$ cat config.mk
export PLATFORM = sky130hd
export DESIGN_NAME = mem_initiator_flat
export DESIGN_NICKNAME = d
export VERILOG_FILES = /design/src/rtl/mem_initiator_if.sv /design/src/rtl/mem_initiator.sv /design/src/flat_wrapper.sv
export SDC_FILE = /design/constraint.sdc
export NUM_CORES = 1
export LEC_CHECK = 0
export CORE_MARGIN = 2
export CORE_UTILIZATION = 41
export DETAILED_ROUTE_END_ITERATION = 16
export GPL_TIMING_DRIVEN = 0
export HOLD_SLACK_MARGIN = 0.06
export PLACE_DENSITY_LB_ADDON = 0.05
export SYNTH_ARGS = -nofsm -noshare
export SYNTH_HDL_FRONTEND = slang
export SYNTH_SLANG_ARGS = --single-unit
$ cat constraint.sdc
create_clock -name clk_in -period 2.2 [get_ports clk_in]
set_input_delay 0.22 -clock clk_in [delete_from_list [all_inputs] [get_ports clk_in]]
set_output_delay 0.22 -clock clk_in [all_outputs]
set_load 0.05 [all_outputs]
$ cat src/rtl/mem_initiator_if.sv
// +------------------------------------------------------------------+
// | Module   : mem_initiator_if                                      |
// | Purpose  : Core-side request/response channel and memory port    |
// |            bundle for mem_initiator.                             |
// | Revision : 1.0  initial release                                  |
// +------------------------------------------------------------------+
`default_nettype none

interface mem_initiator_if #(
  parameter int DATA_WIDTH = 32
);
  // core request channel
  logic                  req_valid;
  logic                  req_ready;
  logic                  req_write;
  logic [DATA_WIDTH-1:0] req_addr;
  logic [DATA_WIDTH-1:0] req_wdata;
  // core response channel
  logic                  rsp_valid;
  logic                  rsp_ready;
  logic [DATA_WIDTH-1:0] rsp_data;
  logic                  rsp_err;
  // memory port
  logic                  mem_enable;
  logic                  mem_write;
  logic                  mem_ready;
  logic [DATA_WIDTH-1:0] mem_addr;
  logic [DATA_WIDTH-1:0] mem_wdata;
  logic [DATA_WIDTH-1:0] mem_rdata;

  // initiator view
  modport master (
    input  req_valid, req_write, req_addr, req_wdata, rsp_ready, mem_ready, mem_rdata,
    output req_ready, rsp_valid, rsp_data, rsp_err, mem_enable, mem_write, mem_addr, mem_wdata
  );

  // core + memory view
  modport slave (
    output req_valid, req_write, req_addr, req_wdata, rsp_ready, mem_ready, mem_rdata,
    input  req_ready, rsp_valid, rsp_data, rsp_err, mem_enable, mem_write, mem_addr, mem_wdata
  );
endinterface

`default_nettype wire

$ cat src/rtl/mem_initiator.sv
// +------------------------------------------------------------------+
// | Module   : mem_initiator                                         |
// | Purpose  : Single-outstanding bus master for the enable/write/   |
// |            ready memory port, fed by a valid/ready core channel. |
// | Options  : MEM_INITIATOR_TIMEOUT_EN - abort a stalled access     |
// |            after TIMEOUT_CYCLES with an error response.          |
// | Revision : 1.0  initial release                                  |
// +------------------------------------------------------------------+
`default_nettype none

module mem_initiator #(
  parameter int DATA_WIDTH     = 32,
  parameter int DATA_SIZE      = 1024,
  parameter int TIMEOUT_CYCLES = 16
) (
  input  logic            clk_in,
  input  logic            rst_n_in,
  mem_initiator_if.master bus
);

  typedef enum logic [1:0] {
    IDLE   = 2'd0,
    ACCESS = 2'd1,
    RESP   = 2'd2
  } state_t;

  localparam logic [DATA_WIDTH-1:0] ADDR_LIMIT = DATA_WIDTH'(DATA_SIZE);

  // A zero timeout would make the counter compare meaningless.
  if (TIMEOUT_CYCLES < 1) begin : g_timeout_range
    $error("mem_initiator: TIMEOUT_CYCLES must be at least 1");
  end

  state_t                state, state_nxt;
  logic                  req_ready_nxt;
  logic                  rsp_valid_nxt;
  logic                  rsp_err_nxt;
  logic [DATA_WIDTH-1:0] rsp_data_nxt;
  logic                  mem_enable_nxt;
  logic                  mem_write_nxt;
  logic [DATA_WIDTH-1:0] mem_addr_nxt;
  logic [DATA_WIDTH-1:0] mem_wdata_nxt;
  logic                  ready_seen;

`ifdef MEM_INITIATOR_TIMEOUT_EN
  localparam int                CNT_W    = $clog2(TIMEOUT_CYCLES + 1);
  localparam logic [CNT_W-1:0]  CNT_LAST = CNT_W'(TIMEOUT_CYCLES - 1);
  logic [CNT_W-1:0]             timeout_cnt, timeout_cnt_nxt;
`endif

  // Only a clean 1 counts as ready; X/Z from an idle memory never completes an access.
  assign ready_seen = (bus.mem_ready === 1'b1);

  // Next-state and next-output decode; every output is held unless a transition changes it.
  always_comb begin
    state_nxt      = state;
    req_ready_nxt  = bus.req_ready;
    rsp_valid_nxt  = bus.rsp_valid;
    rsp_err_nxt    = bus.rsp_err;
    rsp_data_nxt   = bus.rsp_data;
    mem_enable_nxt = bus.mem_enable;
    mem_write_nxt  = bus.mem_write;
    mem_addr_nxt   = bus.mem_addr;
    mem_wdata_nxt  = bus.mem_wdata;
`ifdef MEM_INITIATOR_TIMEOUT_EN
    timeout_cnt_nxt = timeout_cnt;
`endif
    case (state)
      IDLE: begin
        req_ready_nxt = 1'b1;
        if (bus.req_valid) begin
          req_ready_nxt = 1'b0;
          if (bus.req_addr >= ADDR_LIMIT) begin
            // Out-of-range: answer directly, memory stays untouched.
            state_nxt     = RESP;
            rsp_valid_nxt = 1'b1;
            rsp_err_nxt   = 1'b1;
            rsp_data_nxt  = '0;
          end else begin
            state_nxt      = ACCESS;
            mem_enable_nxt = 1'b1;
            mem_write_nxt  = bus.req_write;
            mem_addr_nxt   = bus.req_addr;
            mem_wdata_nxt  = bus.req_wdata;
`ifdef MEM_INITIATOR_TIMEOUT_EN
            timeout_cnt_nxt = '0;
`endif
          end
        end
      end
      ACCESS: begin
        if (ready_seen) begin
          // mem_write still reflects the request type during the access.
          rsp_data_nxt   = bus.mem_write ? '0 : bus.mem_rdata;
          mem_enable_nxt = 1'b0;
          mem_write_nxt  = 1'b0;
          rsp_valid_nxt  = 1'b1;
          rsp_err_nxt    = 1'b0;
          state_nxt      = RESP;
        end
`ifdef MEM_INITIATOR_TIMEOUT_EN
        else if (timeout_cnt == CNT_LAST) begin
          // Limit reached without ready: abandon the access.
          rsp_data_nxt    = '0;
          mem_enable_nxt  = 1'b0;
          mem_write_nxt   = 1'b0;
          rsp_valid_nxt   = 1'b1;
          rsp_err_nxt     = 1'b1;
          timeout_cnt_nxt = timeout_cnt + 1'b1;
          state_nxt       = RESP;
        end else begin
          timeout_cnt_nxt = timeout_cnt + 1'b1;
        end
`endif
      end
      RESP: begin
        if (bus.rsp_ready) begin
          rsp_valid_nxt = 1'b0;
          rsp_err_nxt   = 1'b0;
          rsp_data_nxt  = '0;
          req_ready_nxt = 1'b1;
          state_nxt     = IDLE;
        end
      end
      default: begin
        state_nxt     = IDLE;
        req_ready_nxt = 1'b1;
      end
    endcase
  end

  // State and registered outputs; reset drops any in-flight transaction at once.
  always_ff @(posedge clk_in or negedge rst_n_in) begin
    if (!rst_n_in) begin
      state          <= IDLE;
      bus.req_ready  <= 1'b1;
      bus.rsp_valid  <= 1'b0;
      bus.rsp_err    <= 1'b0;
      bus.rsp_data   <= '0;
      bus.mem_enable <= 1'b0;
      bus.mem_write  <= 1'b0;
      bus.mem_addr   <= '0;
      bus.mem_wdata  <= '0;
    end else begin
      state          <= state_nxt;
      bus.req_ready  <= req_ready_nxt;
      bus.rsp_valid  <= rsp_valid_nxt;
      bus.rsp_err    <= rsp_err_nxt;
      bus.rsp_data   <= rsp_data_nxt;
      bus.mem_enable <= mem_enable_nxt;
      bus.mem_write  <= mem_write_nxt;
      bus.mem_addr   <= mem_addr_nxt;
      bus.mem_wdata  <= mem_wdata_nxt;
    end
  end

`ifdef MEM_INITIATOR_TIMEOUT_EN
  // Stall counter for the access in progress.
  always_ff @(posedge clk_in or negedge rst_n_in) begin
    if (!rst_n_in) begin
      timeout_cnt <= '0;
    end else begin
      timeout_cnt <= timeout_cnt_nxt;
    end
  end
`endif

endmodule

`default_nettype wire

$ cat src/flat_wrapper.sv
// flat-port wrapper written by rule: the top's interface ports become plain ports
module mem_initiator_flat 
#(
  parameter int DATA_WIDTH     = 32,
  parameter int DATA_SIZE      = 1024,
  parameter int TIMEOUT_CYCLES = 16
)
  (clk_in, rst_n_in, bus_req_valid, bus_req_write, bus_req_addr, bus_req_wdata, bus_rsp_ready, bus_mem_ready, bus_mem_rdata, bus_req_ready, bus_rsp_valid, bus_rsp_data, bus_rsp_err, bus_mem_enable, bus_mem_write, bus_mem_addr, bus_mem_wdata);
  mem_initiator_if #(.DATA_WIDTH(DATA_WIDTH)) bus_i ();
  input  logic clk_in;
  input  logic rst_n_in;
  input wire logic [$bits(bus_i.req_valid)-1:0] bus_req_valid;
  input wire logic [$bits(bus_i.req_write)-1:0] bus_req_write;
  input wire logic [$bits(bus_i.req_addr)-1:0] bus_req_addr;
  input wire logic [$bits(bus_i.req_wdata)-1:0] bus_req_wdata;
  input wire logic [$bits(bus_i.rsp_ready)-1:0] bus_rsp_ready;
  input wire logic [$bits(bus_i.mem_ready)-1:0] bus_mem_ready;
  input wire logic [$bits(bus_i.mem_rdata)-1:0] bus_mem_rdata;
  output wire logic [$bits(bus_i.req_ready)-1:0] bus_req_ready;
  output wire logic [$bits(bus_i.rsp_valid)-1:0] bus_rsp_valid;
  output wire logic [$bits(bus_i.rsp_data)-1:0] bus_rsp_data;
  output wire logic [$bits(bus_i.rsp_err)-1:0] bus_rsp_err;
  output wire logic [$bits(bus_i.mem_enable)-1:0] bus_mem_enable;
  output wire logic [$bits(bus_i.mem_write)-1:0] bus_mem_write;
  output wire logic [$bits(bus_i.mem_addr)-1:0] bus_mem_addr;
  output wire logic [$bits(bus_i.mem_wdata)-1:0] bus_mem_wdata;
  assign bus_i.req_valid = bus_req_valid;
  assign bus_i.req_write = bus_req_write;
  assign bus_i.req_addr = bus_req_addr;
  assign bus_i.req_wdata = bus_req_wdata;
  assign bus_i.rsp_ready = bus_rsp_ready;
  assign bus_i.mem_ready = bus_mem_ready;
  assign bus_i.mem_rdata = bus_mem_rdata;
  assign bus_req_ready = bus_i.req_ready;
  assign bus_rsp_valid = bus_i.rsp_valid;
  assign bus_rsp_data = bus_i.rsp_data;
  assign bus_rsp_err = bus_i.rsp_err;
  assign bus_mem_enable = bus_i.mem_enable;
  assign bus_mem_write = bus_i.mem_write;
  assign bus_mem_addr = bus_i.mem_addr;
  assign bus_mem_wdata = bus_i.mem_wdata;
  mem_initiator #(.DATA_WIDTH(DATA_WIDTH), .DATA_SIZE(DATA_SIZE), .TIMEOUT_CYCLES(TIMEOUT_CYCLES)) u_core (.clk_in(clk_in), .rst_n_in(rst_n_in), .bus(bus_i));
endmodule
==> results of run 1 <==
## layer usage
layer / up-vias / global-route usage [%] / routed length (um)
li1: 1492 / - / -
met2: 122 / 30.4 / 4820
met4: 0 / 6.49 / 170
met3: 13 / 6.50 / 851
met5: - / 0 / 0
met1: 1533 / 22.2 / 4260
## stage by stage
stage | hold WS, ns | instances | util, % | TNS, ns | power, mW
final | 0.353 | 682 | 65.7 | 0 | 4.10
after global routing | 0.382 | 682 | 65.7 | -0.0843 | 4.29
after CTS | 0.358 | 682 | 65.7 | 0 | 4.15
after detailed placement | 0.231 | 665 | 63.5 | -5.16 | 2.87
after global placement | 0.468 | 664 | 63.2 | -307.81 | 2.85
after floorplan | -0.0756 | 326 | - | 0 | 2.50
## worst paths after layout
kind	slack, ns	cells past startpoint	start	endpoint
hold / removal	0.35	2	rst_n_in	u_core.bus.rsp_data[27]
hold reg to reg	0.49	1	u_core.bus.mem_addr[30]	u_core.bus.mem_addr[30]
setup reg to reg	0.14	8	u_core.state[0]	u_core.bus.rsp_data[20]
setup / recovery	0.14	8	u_core.state[0]	u_core.bus.rsp_data[20]
max in group asynchronous	1.10	3	rst_n_in	u_core.bus.req_ready
min in group clk_in	0.38	3	bus_mem_rdata[25]	u_core.bus.rsp_data[25]
## synthesized netlist by cell type
master	instances	area [um2]
a2111oi_0	1	8.76
a2bb2oi_1	1	8.76
a311o_1	1	10.0
a31oi_1	1	6.26
and2_1	23	144
and4_1	1	8.76
buf_2	1	5.00
buf_4	3	22.5
buf_6	4	45.0
clkbuf_1	6	22.5
dfrtp_1	102	2550
dfstp_2	1	26.3
ha_1	4	50.1
inv_1	39	146
mux2_1	8	90.1
mux2_2	4	45.0
mux2_4	30	450
mux2i_1	35	350
nand2_1	34	128
nand3_1	2	10.0
nand4_1	2	12.5
nand4_4	1	21.3
nor2_1	6	22.5
nor2b_1	2	12.5
nor3_1	2	10.0
nor4_1	2	12.5
nor4_2	3	37.5
o211ai_1	2	15.0
o21a_1	1	7.51
o21ai_0	2	10.0
o22ai_1	1	6.26
o31ai_1	1	7.51
## registers in the layout, indices dropped and copies added (netlist names)
signal,cells
u_core.bus.mem_enable,1
u_core.bus.rsp_data,32
u_core.bus.rsp_valid,1
u_core.bus.rsp_err,1
u_core.bus.mem_wdata,32
u_core.bus.req_ready,1
u_core.bus.mem_write,1
u_core.state,2
u_core.bus.mem_addr,32
## cell families (layout without fill, tap and decap cells)
group | after synthesis | in the layout | share of synthesized area, %
DFF | 103 | 103 | 59.9
and+or+nand+nor | 78 | 78 | 9.74
muxes | 77 | 77 | 21.7
buffers and inverters | 53 | 273 | 5.61
AOI/OAI and AO/OA | 11 | 11 | 1.86
adders and majority gates | 4 | 4 | 1.16
## cell type report
cell class / instances / share of cell area [%]
Tap cell: 136 / 2.52
Multi-Input combinational cell: 170 / 22.0
Clock buffer: 11 / 2.24
Sequential cell: 103 / 38.2
Buffer: 14 / 1.46
Timing Repair Buffer: 204 / 30.5
Inverter: 39 / 2.17
Clock inverter: 5 / 0.945
## what timing repair did
action | 4_1_cts | 5_1_grt
setup endpoints to repair | 30 | 29
pin swaps | 0 | 0
hold buffers | 1 | 0
endpoints found under the hold margin | 37 | 0
gates resized for setup | 1 | 3
## power groups by stage
stage / registers [mW] / clock network, mW / logic, mW
finish: 1.97 / 1.27 / 0.871
CTS: 1.97 / 1.31 / 0.875
detailed placement: 2.01 / 0 / 0.869
global route: 1.97 / 1.38 / 0.935
global placement: 2.00 / 0 / 0.852
floorplan: 2.11 / 0 / 0.390
## cells in the final DEF, fill, tap and decap left out, drive strengths merged
master,netlist,final
clkdlybuf4s50,0,201
dfrtp,102,102
mux2,42,42
inv,39,41
mux2i,35,35
nand2,34,34
and2,23,23
clkbuf,6,16
buf,8,11
nor2,6,6
nor4,5,5
ha,4,4
nand4,3,3
nand3,2,2
nor2b,2,2
o211ai,2,2
o21ai,2,2
nor3,2,2
and4,1,1
o22ai,1,1
a2111oi,1,1
o31ai,1,1
a31oi,1,1
a2bb2oi,1,1
o21a,1,1
a311o,1,1
clkinv,0,1
clkinvlp,0,1
bufinv,0,1
dlygate4sd3,0,1
dfstp,1,1
==> metrics.md, run 1 <==
| Metric | Value |
|---|---|
| Worst path slowest cell | `dfrtp_1` |
| Syn nets | `~430` |
| DIE AREA | `11300 um2` |
| Final #Nets | `around 650` |
| Mapped Avg Cell Area | `13.2 um2` |
| Synth-to-layout area growth | `56.8%` |
| Design area | `6750 um2` |
| Total gr overflow | `0` |
| Multi-input gate area | `roughly 1500 um2` |
| Cell variety after synth | `32` |
| Worst skew pair latency | `between 0.3 and 0.4 ns` |
| Synth warnings | `0` |
| DRC errors left | `0` |
| H-tree lvl count | `3` |
| Core footprint | `between 10000 and 15000 um2` |
| Internal power | `between 2 and 3 mW` |
| Combined flip-flop and latch cell area | `roughly 2600 um2` |
| CTS Root Cell | `clkbuf_8` |
| Setup crit end kind | `flop` |
| Pwr/cell area | `608 nW/um2` |
| Period utilization | `93.6%` |
| Switch Pwr | `1.14 mW` |
| Final setup margin | `~0.14 ns` |
| Setup violations, final | `0` |
| RSZ-0062 raised after global routing | `true` |
| Initial antenna violation count | `0` |
| Post-layout minimum cycle time | `between 2 and 2.5 ns` |
| Largest net degree at the start of global routing | `67` |
| Arrival @ worst endpoint | `approximately 2.4 ns` |
| Sw frac | `between 20% and 30%` |
| Routed len/inst | `14.8 um` |
| Cell Area, Synth | `about 4300 um2` |
| Most used cell, CP | `inv_1` |
| Clock skew | `about 0.0094 ns` |
| Final Wtd Congestion | `around 0.76` |
| Fmax | `between 400 and 500 MHz` |
| TritonCTS buffer count | `9` |
| Crit path max fanout | `10` |
| Antenna Diode Count | `0` |
| Setup Buffers After CTS | `0` |
| Maximum capacitance violations | `0` |
| Clk network pwr share | `between 30% and 40%` |
| Clock-pin slew on the worst setup and hold paths | `roughly 0.1 ns` |
| Clk sinks | `around 100` |
| Startpoint type of the worst setup path | `flop` |
| Die Wd | `106 um` |
| IO Port Bufs | `202` |
| Area after DPL | `around 6500 um2` |
| Final ANT Viol Nets | `0` |
| Pins Over Slew Limit | `0` |
| Sequential power share | `a little under half` |
| Starting Density | `41.9%` |
| Hpwl dp | `around 7600 um` |
| First-pass GRT wire length | `between 15000 and 20000 um` |
| Slew HR | `a little over three fifths` |
| Setup WS pre-CTS | `-0.107 ns` |
| First DRT Iteration DRCs | `90` |
| Comb power frac | `between 20% and 30%` |
| I/O pin cnt | `~200` |
| VDD IR max | `roughly 0.33 mV` |
| Via density per instance | `4.63` |
| Min-delay worst type | `primary input to async pin` |
| Slowest cell delay on critical path | `slightly above 0.4 ns` |
| Worst slew pin tran | `about 0.55 ns` |
| Final Hold Viols | `0` |
| CTS tree | `done` |
| Total Wirelength | `about 10000 um` |
| Filler cells | `857` |
| All-Layer GR Usage | `18.4%` |
| Critical path required time | `~2.5 ns` |
| Critical-path cell list | `inv_1, ha_1, buf_2, inv_1, o31ai_1, clkbuf_4, buf_4, mux2i_1` |
| Fraction of layout cells with a size suffix above 1 | `around an eighth` |
| Top delay family on crit path | `buffers and inverters` |
| CTS Buffer Depth | `2` |
| First-pass detailed-route iteration total | `4` |
| Seq/Total Area, Yosys | `about three fifths` |
| Pleak | `approximately 3.1 nW` |
| Yosys reg bits | `around 100` |
| Critical path type | `flop to flop` |
| WP buf/inv | `5` |
| Die height | `about 110 um` |
| Status | `completed` |
| Vias in the first global route | `approximately 3300` |
| DR vias | `between 3000 and 4000` |
| Synthesized instance count | `between 300 and 400` |
| Std-Cell Rows | `37` |
Power figures use the tool's default switching activity.
==> run 2, diff against run 1 <==
--- a/config.mk
+++ b/config.mk
@@ -8,6 +8,7 @@
 export CORE_MARGIN = 2
 export CORE_UTILIZATION = 41
 export DETAILED_ROUTE_END_ITERATION = 16
+export GPL_ROUTABILITY_DRIVEN = 0
 export GPL_TIMING_DRIVEN = 0
 export HOLD_SLACK_MARGIN = 0.06
 export PLACE_DENSITY_LB_ADDON = 0.05
==> results of run 2 <==
Same layout as run 1: the final DEF is identical, and so are final timing and power.
==> run 3, diff against run 2 <==
--- a/config.mk
+++ b/config.mk
@@ -9,7 +9,6 @@
 export CORE_UTILIZATION = 41
 export DETAILED_ROUTE_END_ITERATION = 16
 export GPL_ROUTABILITY_DRIVEN = 0
-export GPL_TIMING_DRIVEN = 0
 export HOLD_SLACK_MARGIN = 0.06
 export PLACE_DENSITY_LB_ADDON = 0.05
 export SYNTH_ARGS = -nofsm -noshare
==> run 3 against run 2 <==
  * Wire length barely moved
  * First-iteration DRC count is 49% higher
  * Register-to-register slack gained 0.11 ns
  * Utilization is 0.24 points higher
  * Clock power about the same
  * Non-clock buffer count decreased by 5
  * Global-route usage rose by 0.39 points
  * Setup slack gained 0.11 ns
  * Via count fell by 1.0%
  * Largest power group unchanged
==> metrics.md, run 3 (synthesis gave the netlist of run 1 again) <==
| Metric | Value |
|---|---|
| Period utilization | `between 80 and 90%` |
| Worst skew pair latency | `between 0.3 and 0.4 ns` |
| Total Wirelength | `~10000 um` |
| Setup WS pre-CTS | `0.0488 ns` |
| WP buf/inv | `3` |
| Critical path type | `flop to flop` |
| Arrival @ worst endpoint | `2.19 ns` |
| First-pass GRT wire length | `16700 um` |
| Pins Over Slew Limit | `0` |
| Final #Nets | `between 600 and 700` |
| Startpoint type of the worst setup path | `flop` |
| Critical-path cell list | `inv_1, ha_1, nor2b_1, a2111oi_0, buf_4, o31ai_4, buf_12, mux2i_1` |
| Worst R2R Start | `u_core.state[0]` |
| RSZ-0062 raised after global routing | `false` |
| Antenna Diode Count | `0` |
| DRC errors left | `0` |
| Die Wd | `between 100 and 150 um` |
| Worst setup endpoint | `u_core.bus.rsp_data[21]` |
| Die height | `approximately 110 um` |
| Finished Layout Cells | `~680` |
| Worst slew pin tran | `around 0.57 ns` |
| Cells after DPL | `between 600 and 700` |
| All-Layer GR Usage | `around a fifth` |
| Slowest cell delay on critical path | `roughly 0.4 ns` |
| Biggest regs | `u_core.bus.mem_addr: 32 flops, u_core.bus.mem_wdata: 32 flops, u_core.bus.rsp_data: 32 flops` |
| Std-Cell Rows | `37` |
| Core footprint | `about 10000 um2` |
| DIE AREA | `roughly 11000 um2` |
| Most common cell after layout, fill and taps aside | `clkdlybuf4s50_1` |
| CP Depth | `8` |
| IO Port Bufs | `around 200` |
| First-pass detailed-route iteration total | `4` |
| R2r worst-path depth | `8` |
| H-tree lvl count | `3` |
| I/O pin cnt | `203` |
| Hpwl dp | `7440 um` |
| Pleak | `approximately 3.1 nW` |
| First DRT Iteration DRCs | `between 100 and 150` |
| Clock skew | `approximately 0.012 ns` |
| Via density per instance | `around 4.6` |
| Setup violations, final | `0` |
| Starting Density | `41.9%` |
| Worst path slowest cell | `dfrtp_1` |
| DR vias | `roughly 3100` |
| Total gr overflow | `0` |
| Fin Setup TNS | `0 ns` |
| Synth-to-layout area growth | `57.4%` |
| Clk sinks | `103` |
| Top delay family on crit path | `buffers and inverters` |
| VDD IR max | `approximately 0.38 mV` |
| Clock-pin slew on the worst setup and hold paths | `roughly 0.1 ns` |
| CTS Buffer Depth | `2` |
| CTS Root Cell | `clkbuf_8` |
| Maximum capacitance violations | `0` |
| Design area | `between 6000 and 7000 um2` |
| Initial antenna violation count | `0` |
| Min-delay worst type | `primary input to async pin` |
| CTS tree | `done` |
| TritonCTS buffer count | `9` |
| Largest net degree at the start of global routing | `45` |
| Fraction of layout cells with a size suffix above 1 | `roughly an eighth` |
| Area after DPL | `6550 um2` |
| Vias in the first global route | `3359` |
| Final ANT Viol Nets | `0` |
| Final setup margin | `0.255 ns` |
| Pwr/cell area | `approximately 600 nW/um2` |
| Slew HR | `around 62%` |
| Critical path required time | `~2.4 ns` |
| Routed len/inst | `approximately 15 um` |
| Crit path max fanout | `34` |
| Most frequent cells in the layout | `201 x clkdlybuf4s50_1, 102 x dfrtp_1, 39 x inv_1` |
| Reg-to-Reg End | `u_core.bus.rsp_data[21]` |
| Setup crit start | `u_core.state[0]` |
| Final Hold Viols | `0` |
| Post-layout minimum cycle time | `roughly 1.9 ns` |
| FF-to-FF setup slack | `0.25 ns` |
| Fmax | `514 MHz` |
| Status | `completed` |
| Setup crit end kind | `flop` |
| Worst hold slack | `approximately 0.34 ns` |
## run 3: changes by cell type in the layout (fill, tap and decap cells not counted), sizes merged
| cell | change |
|---|---|
| clkinv | +1 |
| clkbuf | -6 |
## run 3: area by class of cell
cell class                 count  area [um2]
timing repair buffer         213        2170
sequential                   103        2580
clock buffer                  10         138
fill                         860        3500
inverter                      39         146
multi-input combinational    170        1500
clock inverter                 6        75.1
tap                          136         170
## run 3: stage by stage
stage	util [%]	total power, mW
detailed placement	63.8	2.91
global placement	63.8	2.90
global route	65.9	4.32
finish	65.9	4.12
CTS	65.9	4.18
floorplan	-	2.50
## run 3: repair_timing
action | 4_1_cts | 5_1_grt
endpoints found under the hold margin | 32 | 0
setup buffers | 0 | 0
hold buffers | 1 | 0
gates resized for setup | 0 | 0
## run 3: layer usage
layer	GRT usage, %	vias up	routed length [um]
met5	0	-	0
met4	7.05	0	210
li1	-	1484	-
met2	29.9	124	4700
met1	24.7	1502	4440
met3	4.84	17	742
## run 3: where the power goes
| part | switching, mW | internal, mW |
|---|---|---|
| Clock | 0.680 | 0.574 |
| Combinational | 0.454 | 0.446 |
| Sequential | 0.0299 | 1.94 |
## run 3: how the worst min path moves through the flow
stage                              endpoint  slack [ns]  depth (start not counted)
global placement    u_core.bus.rsp_data[27]        0.20                          1
floorplan            u_core.bus.mem_addr[0]       -0.08                          0
CTS                 u_core.bus.rsp_data[23]        0.35                          2
detailed placement  u_core.bus.rsp_data[23]        0.21                          1
finish              u_core.bus.rsp_data[23]        0.34                          2
global route        u_core.bus.rsp_data[23]        0.37                          2
